--- src/rtl/rs_branch_sched.sv ---
// rs_branch_sched -- select logic for a small branch reservation station.
//
// Picks the lowest free entry for allocation, picks one issuable entry
// (busy and both operands resolved) for issue, raises stall when an
// allocation request finds no free entry, and counts stall cycles.
//
// Configuration macro: RS_BRANCH_SCHED_OLDEST_EN
//   defined   : an age matrix tracks allocation order and issue picks the
//               oldest issuable entry.
//   undefined : no age matrix; issue picks the lowest-index issuable entry.
//
// Ports:
//   clk           clock
//   rst           asynchronous active-high reset
//   rdy           global enable; registers hold while low
//   clear         synchronous mispredict flush (wipes age state)
//   branch_enable decoder wants one branch entry this cycle
//   busy          entry occupancy from the station
//   ready_n       per-entry readiness, active-low (0 = operands resolved)
//   alloc_addr    lowest free entry, NONE when full (combinational)
//   issue_addr    entry to issue, NONE when nothing issuable/gated
//   stall         allocation request cannot be accepted
//   stall_cycles  wrapping count of enabled cycles spent stalled
module rs_branch_sched #(
  parameter int               SIZE  = 3,
  parameter int               SEL_W = 2,
  parameter logic [SEL_W-1:0] NONE  = 2'b11
) (
  input  logic             clk,
  input  logic             rst,
  input  logic             rdy,
  input  logic             clear,
  input  logic             branch_enable,
  input  logic [SIZE-1:0]  busy,
  input  logic [SIZE-1:0]  ready_n,
  output logic [SEL_W-1:0] alloc_addr,
  output logic [SEL_W-1:0] issue_addr,
  output logic             stall,
  output logic [15:0]      stall_cycles
);

  logic [SIZE-1:0] cand_s;
  logic [SIZE-1:0] pick_s;
  logic [15:0]     stall_cnt_q;
  logic [15:0]     stall_cnt_d;

  // Issue candidates: occupied entries whose operands are resolved.
  assign cand_s = busy & ~ready_n;

  // Lowest free entry; scanning downward lets the lowest index win.
  always_comb begin
    alloc_addr = NONE;
    for (int i = SIZE - 1; i >= 0; i--) begin
      alloc_addr = busy[i] ? alloc_addr : SEL_W'(i);
    end
  end

  assign stall = branch_enable && (alloc_addr == NONE);

`ifdef RS_BRANCH_SCHED_OLDEST_EN
  // older_q[i][j] = 1 means entry i was allocated before entry j.
  // The diagonal is never set.
  logic [SIZE-1:0][SIZE-1:0] older_q;
  logic [SIZE-1:0][SIZE-1:0] older_d;
  logic                      accept_s;

  assign accept_s = rdy && branch_enable && !stall && !clear;

  // Oldest candidates: no other candidate is older than them. Stale age
  // bits of freed entries are harmless because only candidates vote.
  always_comb begin
    pick_s = '0;
    for (int i = 0; i < SIZE; i++) begin
      pick_s[i] = cand_s[i];
      for (int j = 0; j < SIZE; j++) begin
        if ((j != i) && cand_s[j] && older_q[j][i]) begin
          pick_s[i] = 1'b0;
        end else begin
          pick_s[i] = pick_s[i];
        end
      end
    end
  end

  // Age matrix next state. The new entry is younger than everything busy
  // right now, including an entry issuing this same cycle.
  always_comb begin
    older_d = older_q;
    if (clear) begin
      older_d = '0;
    end else if (accept_s) begin
      for (int k = 0; k < SIZE; k++) begin
        if (SEL_W'(k) == alloc_addr) begin
          for (int j = 0; j < SIZE; j++) begin
            older_d[k][j] = 1'b0;
            older_d[j][k] = (j != k) ? busy[j] : 1'b0;
          end
        end else begin
          older_d[k] = older_d[k];
        end
      end
    end else begin
      older_d = older_q;
    end
  end

  // Age matrix register; reset wipes age state without waiting for a clock.
  always_ff @(posedge clk or posedge rst) begin
    if (rst) begin
      older_q <= '0;
    end else if (rdy) begin
      older_q <= older_d;
    end else begin
      older_q <= older_q;
    end
  end
`else
  // Without age tracking every candidate is eligible; lowest index wins.
  always_comb begin
    pick_s = cand_s;
  end
`endif

  // Issue select: lowest eligible index, forced to NONE when disabled or flushing.
  always_comb begin
    issue_addr = NONE;
    for (int i = SIZE - 1; i >= 0; i--) begin
      issue_addr = pick_s[i] ? SEL_W'(i) : issue_addr;
    end
    if (!rdy || clear) begin
      issue_addr = NONE;
    end else begin
      issue_addr = issue_addr;
    end
  end

  // Stall counter next state; wraps naturally and ignores clear.
  always_comb begin
    if (rdy && stall) begin
      stall_cnt_d = stall_cnt_q + 16'd1;
    end else begin
      stall_cnt_d = stall_cnt_q;
    end
  end

  // Stall counter register.
  always_ff @(posedge clk or posedge rst) begin
    if (rst) begin
      stall_cnt_q <= 16'd0;
    end else begin
      stall_cnt_q <= stall_cnt_d;
    end
  end

  assign stall_cycles = stall_cnt_q;

endmodule
--- config.mk ---
export PLATFORM = sky130hd
export DESIGN_NAME = rs_branch_sched
export DESIGN_NICKNAME = d
export VERILOG_FILES = /design/src/rtl/rs_branch_sched.sv
export SDC_FILE = /design/constraint.sdc
export NUM_CORES = 1
export LEC_CHECK = 0
export ABC_AREA = 1
export ABC_CLOCK_PERIOD_IN_PS = 1100
export BUFFER_PORTS_ARGS = -buffer_cell sky130_fd_sc_hd__buf_2
export CORE_MARGIN = 5
export CORE_UTILIZATION = 43
export DETAILED_ROUTE_END_ITERATION = 8
export GPL_TIMING_DRIVEN = 0
export PLACE_DENSITY = 0.77
export SKIP_LAST_GASP = 1
export SLEW_MARGIN = 20
export SYNTH_ARGS = -nofsm -noshare
export SYNTH_HDL_FRONTEND = slang
export SYNTH_SLANG_ARGS = --single-unit
--- constraint.sdc ---
create_clock -name clk -period 1.1 [get_ports clk]
set_input_delay 0.33 -clock clk [delete_from_list [all_inputs] [get_ports clk]]
set_output_delay 0.33 -clock clk [all_outputs]
set_load 0.05 [all_outputs]
==> qor.txt, run 1 <==
Number of register bits inferred by synthesis = 16
Htree depth = 1
Cts hold-fix bufs = 0
Gpl congestion = 0.843
RSZ-0062 raised after global routing = true
DP HPWL = 1760 µm
Adder-cell share of the synthesized area = 0.0136
Register area = 419 µm²
NumNets Final = 195
Fillers = 65
Grt met2 use = 0.352
Die area = 0.00316 mm²
Switching power = 0.889 mW
Worst reg2reg path endpoint = stall_cycles[8]
Die Wd = 56.2 µm
Instance count of the mapped netlist = 124
Worst slew pin tran = 642 ps
Die H = 56.2 µm
Worst skew pair latency = 300 ps
Final setup vio count = 35
Drt drc = 0
Period utilisation layout = 1.20
Area Overhead vs Synth = 97.0%
Crit-path max FO = 4
Detailed router's first-iteration violation count = 70
Cell leakage power = 0.899 nW
# IOs = 32
Initial antenna violation count = 0
Clk root buf = clkbuf_4
Wire per inst = 18.9 µm
Seq/Total Area, Yosys = 0.435
Overall routing resource usage = 0.203
Internal Power = 1.28 mW
ANT cells = 0
Clock power share = 0.162
Post-synth cell types = 20
Hold slack = 110 ps
First-pass GRT wire length = 5070 µm
Pre-CTS setup slack = -396 ps
Dpl cells = 182
Multiplexer area fraction after synthesis = 0
Vias in the first global route = 1,110
CP Launch Type = flip-flop
Critical path class = flip-flop to flip-flop
Area leader, netlist = dfrtp_1
Post-synth ARST share = 1.00
Setup TNS = -4720 ps
Largest family of logic cells by synthesized area = simple AND/OR/NAND/NOR gates
Synth Area in XOR/XNOR = 0.0667
Sw frac = 0.410
Initial Utilization = 0.459
Compound-gate portion of the synthesized area = 0.0313
Max reg flops = 16
Utilization after layout = 0.905
Slew Limit Fails = 0
Synth Net Count = 136
Remaining global-route overflow = 0
Sequential power share = 0.351
Met1 global-route usage = 0.231
Area share of the largest cell type after synthesis = 0.435
CP peak stage delay = 460 ps
Vias/cell = 5.55
IO Port Bufs = 31
Worst R2R Path Depth = 8
Slew headroom = 0.571
Netlist Area Pre-Place = 920 µm²
Reg-to-reg slack, setup = -230 ps
Top cell by count, worst path = nand2_1
Clock sink count = 16
Minimum clock period = 1330 ps
Final critical-path setup slack = -225 ps
PD cells = 1200 mW/mm²
Antenna Nets Post-Route = 0
CP max stage cell = dfrtp_2
TritonRoute pass-1 iters = 4
CP required = 1300 ps
Clock slew at reported path FFs = 110 ps
Detailed Route WL = 3950 µm
Post-synth EDFFs = 0
CP arrival = 1530 ps
Simple-Gate Fraction of Synth Area = 0.371
Yosys warnings = 0
Crit Reg-Reg Startpoint = stall_cycles[0]
TritonCTS clock tree = yes
Worst min path class = input pin to async pin
Top FF cell, synth = dfrtp_1
Area of the multi-input gates = 709 µm²
Num rows = 16
Clock Skews = 7.64 ps
Peak VDD IR = 1.00 mV
Final non-filler cell total = 209
Peak Freq = 755 MHz
CP cell instances = ha_4 -> nand3_4 -> nor2_4 -> inv_2 -> nor2_2 -> nand2_1 -> nand2_1 -> nand2_1
Share of cells above drive strength 1 = 0.687
Status = finished, violations left
Via Count = 1,160
Gate power share = 0.487
Maximum number of pins on one net before global-route repair = 17
Hold Fails Final Rpt = 0
Global Route met3 Usage = 0.0441
Max-Cap Viols = 0
Crit path buf inv count = 1
Clock Tree Buf Depth = 2
Top delay family on crit path = simple AND/OR/NAND/NOR gates
Mean post-synth cell area = 7.42 µm²
Top post-synthesis cells by area = dfrtp_1, nand2_1, inv_1
Core area = 0.00200 mm²
Failing checks = setup timing
CP Capture Type = flip-flop
Most used routing layer = met2
Cts bufs inserted = 3
## cell type report
type | instances | area share
Tap cell | 27 | 0.0186
Multi-Input combinational cell | 88 | 0.392
Clock buffer | 4 | 0.0145
Inverter | 20 | 0.0511
Timing Repair Buffer | 54 | 0.293
Sequential cell | 16 | 0.231
## layout by cell type, fill, tap and decap left out, types with 6 or more instances in the layout
master and n:
nor2_2 6, nor2_4 10, buf_6 26, nand2_1 22
inv_1 10, nand2_4 8, buf_2 6, nand2_2 6
dfrtp_2 15, buf_4 17, inv_2 6
## per-layer routing
layer,vias up,wire length [µm],part of all wire
li1,503,-,-
met1,554,1510,0.38
met2,77,1960,0.50
met3,26,247,0.062
met4,0,238,0.060
met5,-,0,0
## through the flow
step / instance area [µm²] / total power, mW
after floorplan: 1040 / 1.12
after global placement: 1220 / 1.24
after detailed placement: 1220 / 1.27
after CTS: 1600 / 1.84
after global routing: 1810 / 2.27
final: 1810 / 2.17
## Yosys cell counts, drive strengths merged (2+ instances only)
cell    number
nor3         3
inv         19
xnor2        2
nand3b       3
dfrtp       16
nand2       37
nand3       10
nor2        19
o21ai        3
nand4        3
xor2         5
## kinds of logic after synthesis
family | Yosys count
xor+xnor | 7
buf+inv | 20
flops | 16
simple gates | 75
compound gates | 5
fa+ha+maj | 1
## timing repair
item                       CTS  global route
setup buffers               15             8
resized for setup           77            41
setup endpoints to repair   32            34
pin swaps                   19            15
## worst max-delay path by stage
stage / startpoint / endpoint / slack [ps] / depth (start not counted)
floorplan: stall_cycles[1] / stall_cycles[8] / -220 / 8
global placement: busy[1] / issue_addr[0] / -380 / 6
detailed placement: busy[1] / issue_addr[0] / -400 / 6
CTS: busy[1] / issue_addr[0] / -180 / 6
global route: stall_cycles[0] / stall_cycles[8] / -290 / 8
finish: stall_cycles[0] / stall_cycles[8] / -230 / 8
## power by group through the flow
stage / Sequential, mW / Combinational, mW / Clock (mW)
6_report: 0.760 / 1.06 / 0.352
5_1_grt: 0.772 / 1.10 / 0.403
4_1_cts: 0.746 / 0.754 / 0.344
3_5_place_dp: 0.750 / 0.523 / 0
3_3_place_gp: 0.742 / 0.497 / 0
2_1_floorplan: 0.918 / 0.198 / 0
Power figures use the tool's default switching activity.
==> run 2: changes to the inputs <==
--- a/config.mk
+++ b/config.mk
@@ -6,13 +6,14 @@
 export NUM_CORES = 1
 export LEC_CHECK = 0
 export ABC_AREA = 1
-export ABC_CLOCK_PERIOD_IN_PS = 1100
+export ABC_CLOCK_PERIOD_IN_PS = 1600
 export BUFFER_PORTS_ARGS = -buffer_cell sky130_fd_sc_hd__buf_2
 export CORE_MARGIN = 5
-export CORE_UTILIZATION = 43
+export CORE_UTILIZATION = 52
 export DETAILED_ROUTE_END_ITERATION = 8
 export GPL_TIMING_DRIVEN = 0
-export PLACE_DENSITY = 0.77
+export MAX_ROUTING_LAYER = met4
+export PLACE_DENSITY = 0.87
 export SKIP_LAST_GASP = 1
 export SLEW_MARGIN = 20
 export SYNTH_ARGS = -nofsm -noshare
==> constraint.sdc (replaced) <==
create_clock -name clk -period 1.6 [get_ports clk]
set_input_delay 0.48 -clock clk [delete_from_list [all_inputs] [get_ports clk]]
set_output_delay 0.48 -clock clk [all_outputs]
set_load 0.05 [all_outputs]
==> run 2 against run 1 <==
  * The run now ends clean
  * Clock power down 24%
  * Sequential cell count did not move
  * Routed wire length is 43% lower
  * First-iteration DRC count shrank 51%
  * Sequential share of layout area grew 11 points
  * Global-route usage down 0.93 points
  * Die area shrank 14%
  * Critical path type is now input pin to output pin
  * Register-to-register slack gained 500 ps
  * Non-clock buffer count is 23 lower
  * Hold slack gained 140 ps
  * Cell count is 12% lower
  * Total power is 51% lower
==> qor.txt, run 2 (synthesized netlist as in run 1, its figures left out) <==
CP Launch Type = input pin
Core area = 0.00171 mm²
Final Cell Area = 0.00117 mm²
CP Capture Type = output pin
Initial antenna violation count = 0
PD cells = 909 mW/mm²
DP HPWL = 1740 µm
Post-CTS Setup Bufs = 0
Max-Cap Viols = 0
Remaining global-route overflow = 0
Crit Reg-Reg Startpoint = stall_cycles[1]
Worst slew pin tran = 613 ps
Worst min path class = input pin to async pin
Hold Fails Final Rpt = 0
Via Count = 926
Cell leakage power = 0.647 nW
Detailed router's first-iteration violation count = 34
Detailed Route WL = 2240 µm
Worst skew pair latency = 290 ps
Vias/cell = 5.03
Max reg flops = 16
CP required = 1120 ps
Cts bufs inserted = 3
Placed Area = 0.00111 mm²
Maximum number of pins on one net before global-route repair = 17
Minimum clock period = 1570 ps
Worst R2R Path Depth = 8
RSZ-0062 raised after global routing = true
Vias in the first global route = 919
Final setup vio count = 0
Clock Tree Buf Depth = 2
Num rows = 15
Final non-filler cell total = 184
ANT cells = 0
Commonest non-fill, non-tap cell in the layout = nand2_1
Die Wd = 52.1 µm
Slew headroom = 0.591
Gpl congestion = 0.817
Utilization after layout = 0.688
Initial Utilization = 0.538
Dpl cells = 180
Final critical-path setup slack = 33.9 ps
CP arrival = 1090 ps
Peak Freq = 639 MHz
NumNets Final = 172
Pre-CTS setup slack = -113 ps
Overall routing resource usage = 0.193
Clk root buf = clkbuf_4
First-pass GRT wire length = 3800 µm
TritonCTS clock tree = yes
Fillers = 136
Crit path to = issue_addr[0]
Clock slew at reported path FFs = 90 ps
Share of cells above drive strength 1 = 0.264
Worst reg2reg path endpoint = stall_cycles[14]
TritonRoute pass-1 iters = 4
Crit-path max FO = 3
Worst Setup SP = busy[1]
Clock Skews = 0.781 ps
IO Port Bufs = 31
Die H = 52.1 µm
Period utilisation layout = 0.979
Critical path class = input pin to output pin
Area Overhead vs Synth = 27.8%
Antenna Nets Post-Route = 0
Htree depth = 1
Status = completed
Die area = 0.00271 mm²
Clock sink count = 16
Peak VDD IR = 1.11 mV
Commonest cells after routing, fill and taps aside = nand2_1, buf_2, inv_1
Wire per inst = 12.2 µm
Slew Limit Fails = 0
Reg-to-reg slack, setup = 270 ps
# IOs = 32
Drt drc = 0
Total power = 1.07 mW
## run 2: cell types whose count changed in the layout (fill, tap and decap cells not counted), sizes merged
| cell | previous run | this run |
|---|---|---|
| clkbuf | 4 | 5 |
| buf | 54 | 30 |
| clkinv | 0 | 1 |
| inv | 20 | 19 |
## run 2: cell type report
type / count / area [µm²] / share of cell area
repair buffers: 31 / 183 / 0.155
well taps: 25 / 31.3 / 0.0266
inverters: 20 / 77.6 / 0.0660
flip-flops and latches: 16 / 400 / 0.341
clock buffers: 4 / 36.3 / 0.0309
multi-input cells: 88 / 447 / 0.380
## run 2: power by group
group          switching (mW)  total [mW]  internal [mW]
combinational           0.235       0.319         0.0844
clock                   0.130       0.269          0.139
sequential             0.0406       0.480          0.439
## run 2: critical path, stage by stage
cell	delay (ps)
buf_8	80
inv_4	30
o211ai_1	150
o21ai_1	90
nand3_1	90
buf_6	160
## run 2: layer usage
| metal | part of all wire | up-vias | global-route usage |
|---|---|---|---|
| li1 | - | 457 | - |
| met1 | 0.39 | 421 | 0.199 |
| met2 | 0.52 | 42 | 0.354 |
| met3 | 0.071 | 6 | 0.0258 |
| met4 | 0.021 | 0 | 0.100 |
| met5 | 0 | - | - |
## run 2: metrics by stage
stage / hold slack (ps) / TNS, ps
floorplan: 394 / 0
global placement: 471 / -80.2
detailed placement: 485 / -113
CTS: 266 / 0
global route: 305 / -23.0
finish: 247 / 0
## run 2: how the worst min path moves through the flow
stage,end,slack [ps],cells after the start
after CTS,stall_cycles[2],270,2
after floorplan,stall_cycles[0],390,1
final,stall_cycles[4],250,2
after detailed placement,stall_cycles[14],490,2
after global routing,stall_cycles[2],300,2
after global placement,stall_cycles[14],470,2
## run 2: timing repair
action                                  in CTS  in global routing
endpoints found under the setup margin       1                  3
gates resized for setup                      5                  6
pin swaps                                    2                  2
hold buffers                                 0                  0
==> run 3: changes to the inputs <==
--- a/config.mk
+++ b/config.mk
@@ -6,14 +6,16 @@
 export NUM_CORES = 1
 export LEC_CHECK = 0
 export ABC_AREA = 1
-export ABC_CLOCK_PERIOD_IN_PS = 1600
+export ABC_CLOCK_PERIOD_IN_PS = 1350
 export BUFFER_PORTS_ARGS = -buffer_cell sky130_fd_sc_hd__buf_2
+export CAP_MARGIN = 20
 export CORE_MARGIN = 5
-export CORE_UTILIZATION = 52
+export CORE_UTILIZATION = 43
+export CTS_CLUSTER_SIZE = 14
 export DETAILED_ROUTE_END_ITERATION = 8
 export GPL_TIMING_DRIVEN = 0
 export MAX_ROUTING_LAYER = met4
-export PLACE_DENSITY = 0.87
+export PLACE_DENSITY = 0.77
 export SKIP_LAST_GASP = 1
 export SLEW_MARGIN = 20
 export SYNTH_ARGS = -nofsm -noshare
==> constraint.sdc (replaced) <==
create_clock -name clk -period 1.35 [get_ports clk]
set_input_delay 0.405 -clock clk [delete_from_list [all_inputs] [get_ports clk]]
set_output_delay 0.405 -clock clk [all_outputs]
set_load 0.05 [all_outputs]
==> run 3 against run 2 <==
  * The flow now finishes with violations (setup timing)
  * Sequential power increased by 21%
  * Register-to-register slack got worse by 220 ps
  * Combinational power increased by 85%
  * Clock skew increased by 3.2 ps
  * Sequential cell count unchanged
  * Critical path depth decreased by 1
  * Cell count increased by 7.1%
  * Total power increased by 35%
  * Worst setup slack got worse by 87 ps
  * Clock power about the same
  * Sequential share of layout area decreased by 5.5 points
  * Critical endpoint unchanged
==> qor.txt, run 3 (synthesized netlist as in run 1, its figures left out) <==
PD cells = 999 mW/mm²
Htree depth = 1
NumNets Final = 183
ANT cells = 0
Worst slew pin tran = 591 ps
Clock sink count = 16
Peak Freq = 713 MHz
Worst min path class = input pin to async pin
CP Launch Type = input pin
Clk root buf = clkbuf_4
Crit path buf inv count = 2
Crit path to = issue_addr[0]
Cts bufs inserted = 3
Share of cells above drive strength 1 = 0.459
Final critical-path setup slack = -53.4 ps
CP max stage cell = o211ai_1
Cts hold-fix bufs = 0
CP arrival = 1000 ps
Initial Utilization = 0.459
Fillers = 164
Overall routing resource usage = 0.152
Hold Fails Final Rpt = 0
DP HPWL = 1720 µm
Critical path class = input pin to output pin
Slew Limit Fails = 0
Die Wd = 56.2 µm
Die area = 0.00316 mm²
Area Overhead vs Synth = 57.0%
Peak VDD IR = 0.968 mV
Die H = 56.2 µm
Remaining global-route overflow = 0
Detailed router's first-iteration violation count = 21
Failing checks = setup timing
Worst skew pair latency = 290 ps
Period utilisation layout = 1.04
Max-Cap Viols = 0
Total power = 1.44 mW
TritonRoute pass-1 iters = 4
CP Capture Type = output pin
Vias/cell = 4.86
Max reg flops = 16
Crit Reg-Reg Startpoint = stall_cycles[1]
Wire per inst = 12.2 µm
CP peak stage delay = 160 ps
Worst Setup SP = ready_n[1]
Utilization after layout = 0.721
Antenna Nets Post-Route = 0
Via Count = 958
Top delay family on crit path = buffers and inverters
RSZ-0062 raised after global routing = true
Detailed Route WL = 2400 µm
Crit-path max FO = 2
Gpl congestion = 0.759
Slew headroom = 0.606
Maximum number of pins on one net before global-route repair = 17
Vias in the first global route = 900
Worst reg2reg path endpoint = stall_cycles[13]
Number of stages on the worst setup path = 5
TritonCTS clock tree = yes
Final non-filler cell total = 197
Cell leakage power = 0.715 nW
# IOs = 32
Worst R2R Path Depth = 8
Dpl cells = 182
IO Port Bufs = 31
Clock slew at reported path FFs = 100 ps
Commonest non-fill, non-tap cell in the layout = nand2_1
Initial antenna violation count = 0
Status = finished, violations left
CP required = 950 ps
Commonest cells after routing, fill and taps aside = nand2_1, buf_4, inv_1
Num rows = 16
First-pass GRT wire length = 3720 µm
CP cell instances = buf_2 -> o211ai_1 -> o21ai_1 -> nand3_2 -> buf_8
Hold slack = 165 ps
Setup TNS = -55.7 ps
Minimum clock period = 1400 ps
Clock Skews = 3.97 ps
Core area = 0.00200 mm²
Final setup vio count = 2
Clock Tree Buf Depth = 2
Reg-to-reg slack, setup = 50 ps
Drt drc = 0
[run 3: changes by cell type in the layout (fill, tap and decap cells not counted), sizes merged]
cell	change
buf	+12
clkbuf	-1
[run 3: worst min-delay path by stage]
stage	slack, ps	start	depth (start not counted)	end
3_5_place_dp	480	stall_cycles[4]	1	stall_cycles[4]
6_report	160	rst	2	stall_cycles[1]
2_1_floorplan	320	rst	1	stall_cycles[10]
5_1_grt	250	rst	2	stall_cycles[1]
3_3_place_gp	470	stall_cycles[4]	1	stall_cycles[4]
4_1_cts	200	rst	2	stall_cycles[1]
[run 3: metrics by stage]
stage	area, µm²	setup WS [ps]
2_1_floorplan	993	-45.8
3_3_place_gp	1180	-202
3_5_place_dp	1180	-220
4_1_cts	1320	-50.0
5_1_grt	1440	-78.6
6_report	1440	-53.4
[run 3: metal layers]
layer  wire [µm]  vias up  global-route usage  share of wire
met5           0        -                   -              0
met4          25        0              0.0508          0.010
met3         111        3              0.0348          0.046
met2        1240       25               0.265           0.52
met1        1020      449               0.170           0.43
li1            -      481                   -              -
[run 3: area by class of cell]
type	count	area (µm²)	area share
Multi-Input combinational cell	88	537	0.372
Sequential cell	16	413	0.286
Timing Repair Buffer	42	355	0.246
Inverter	20	78.8	0.0546
Tap cell	27	33.8	0.0234
Clock buffer	4	26.3	0.0182
[run 3: report_power, final]
| group | internal (mW) | leakage, nW | total [mW] | switching [mW] |
|---|---|---|---|---|
| Clock | 0.115 | 0.0150 | 0.270 | 0.155 |
| Combinational | 0.244 | 0.497 | 0.590 | 0.346 |
| Sequential | 0.528 | 0.203 | 0.583 | 0.0548 |
[run 3: repair_timing]
action,CTS,global route
resized for setup,34,19
pin swaps,3,5
buffers inserted,3,8
setup endpoints to repair,20,19
hold endpoints to repair,0,0
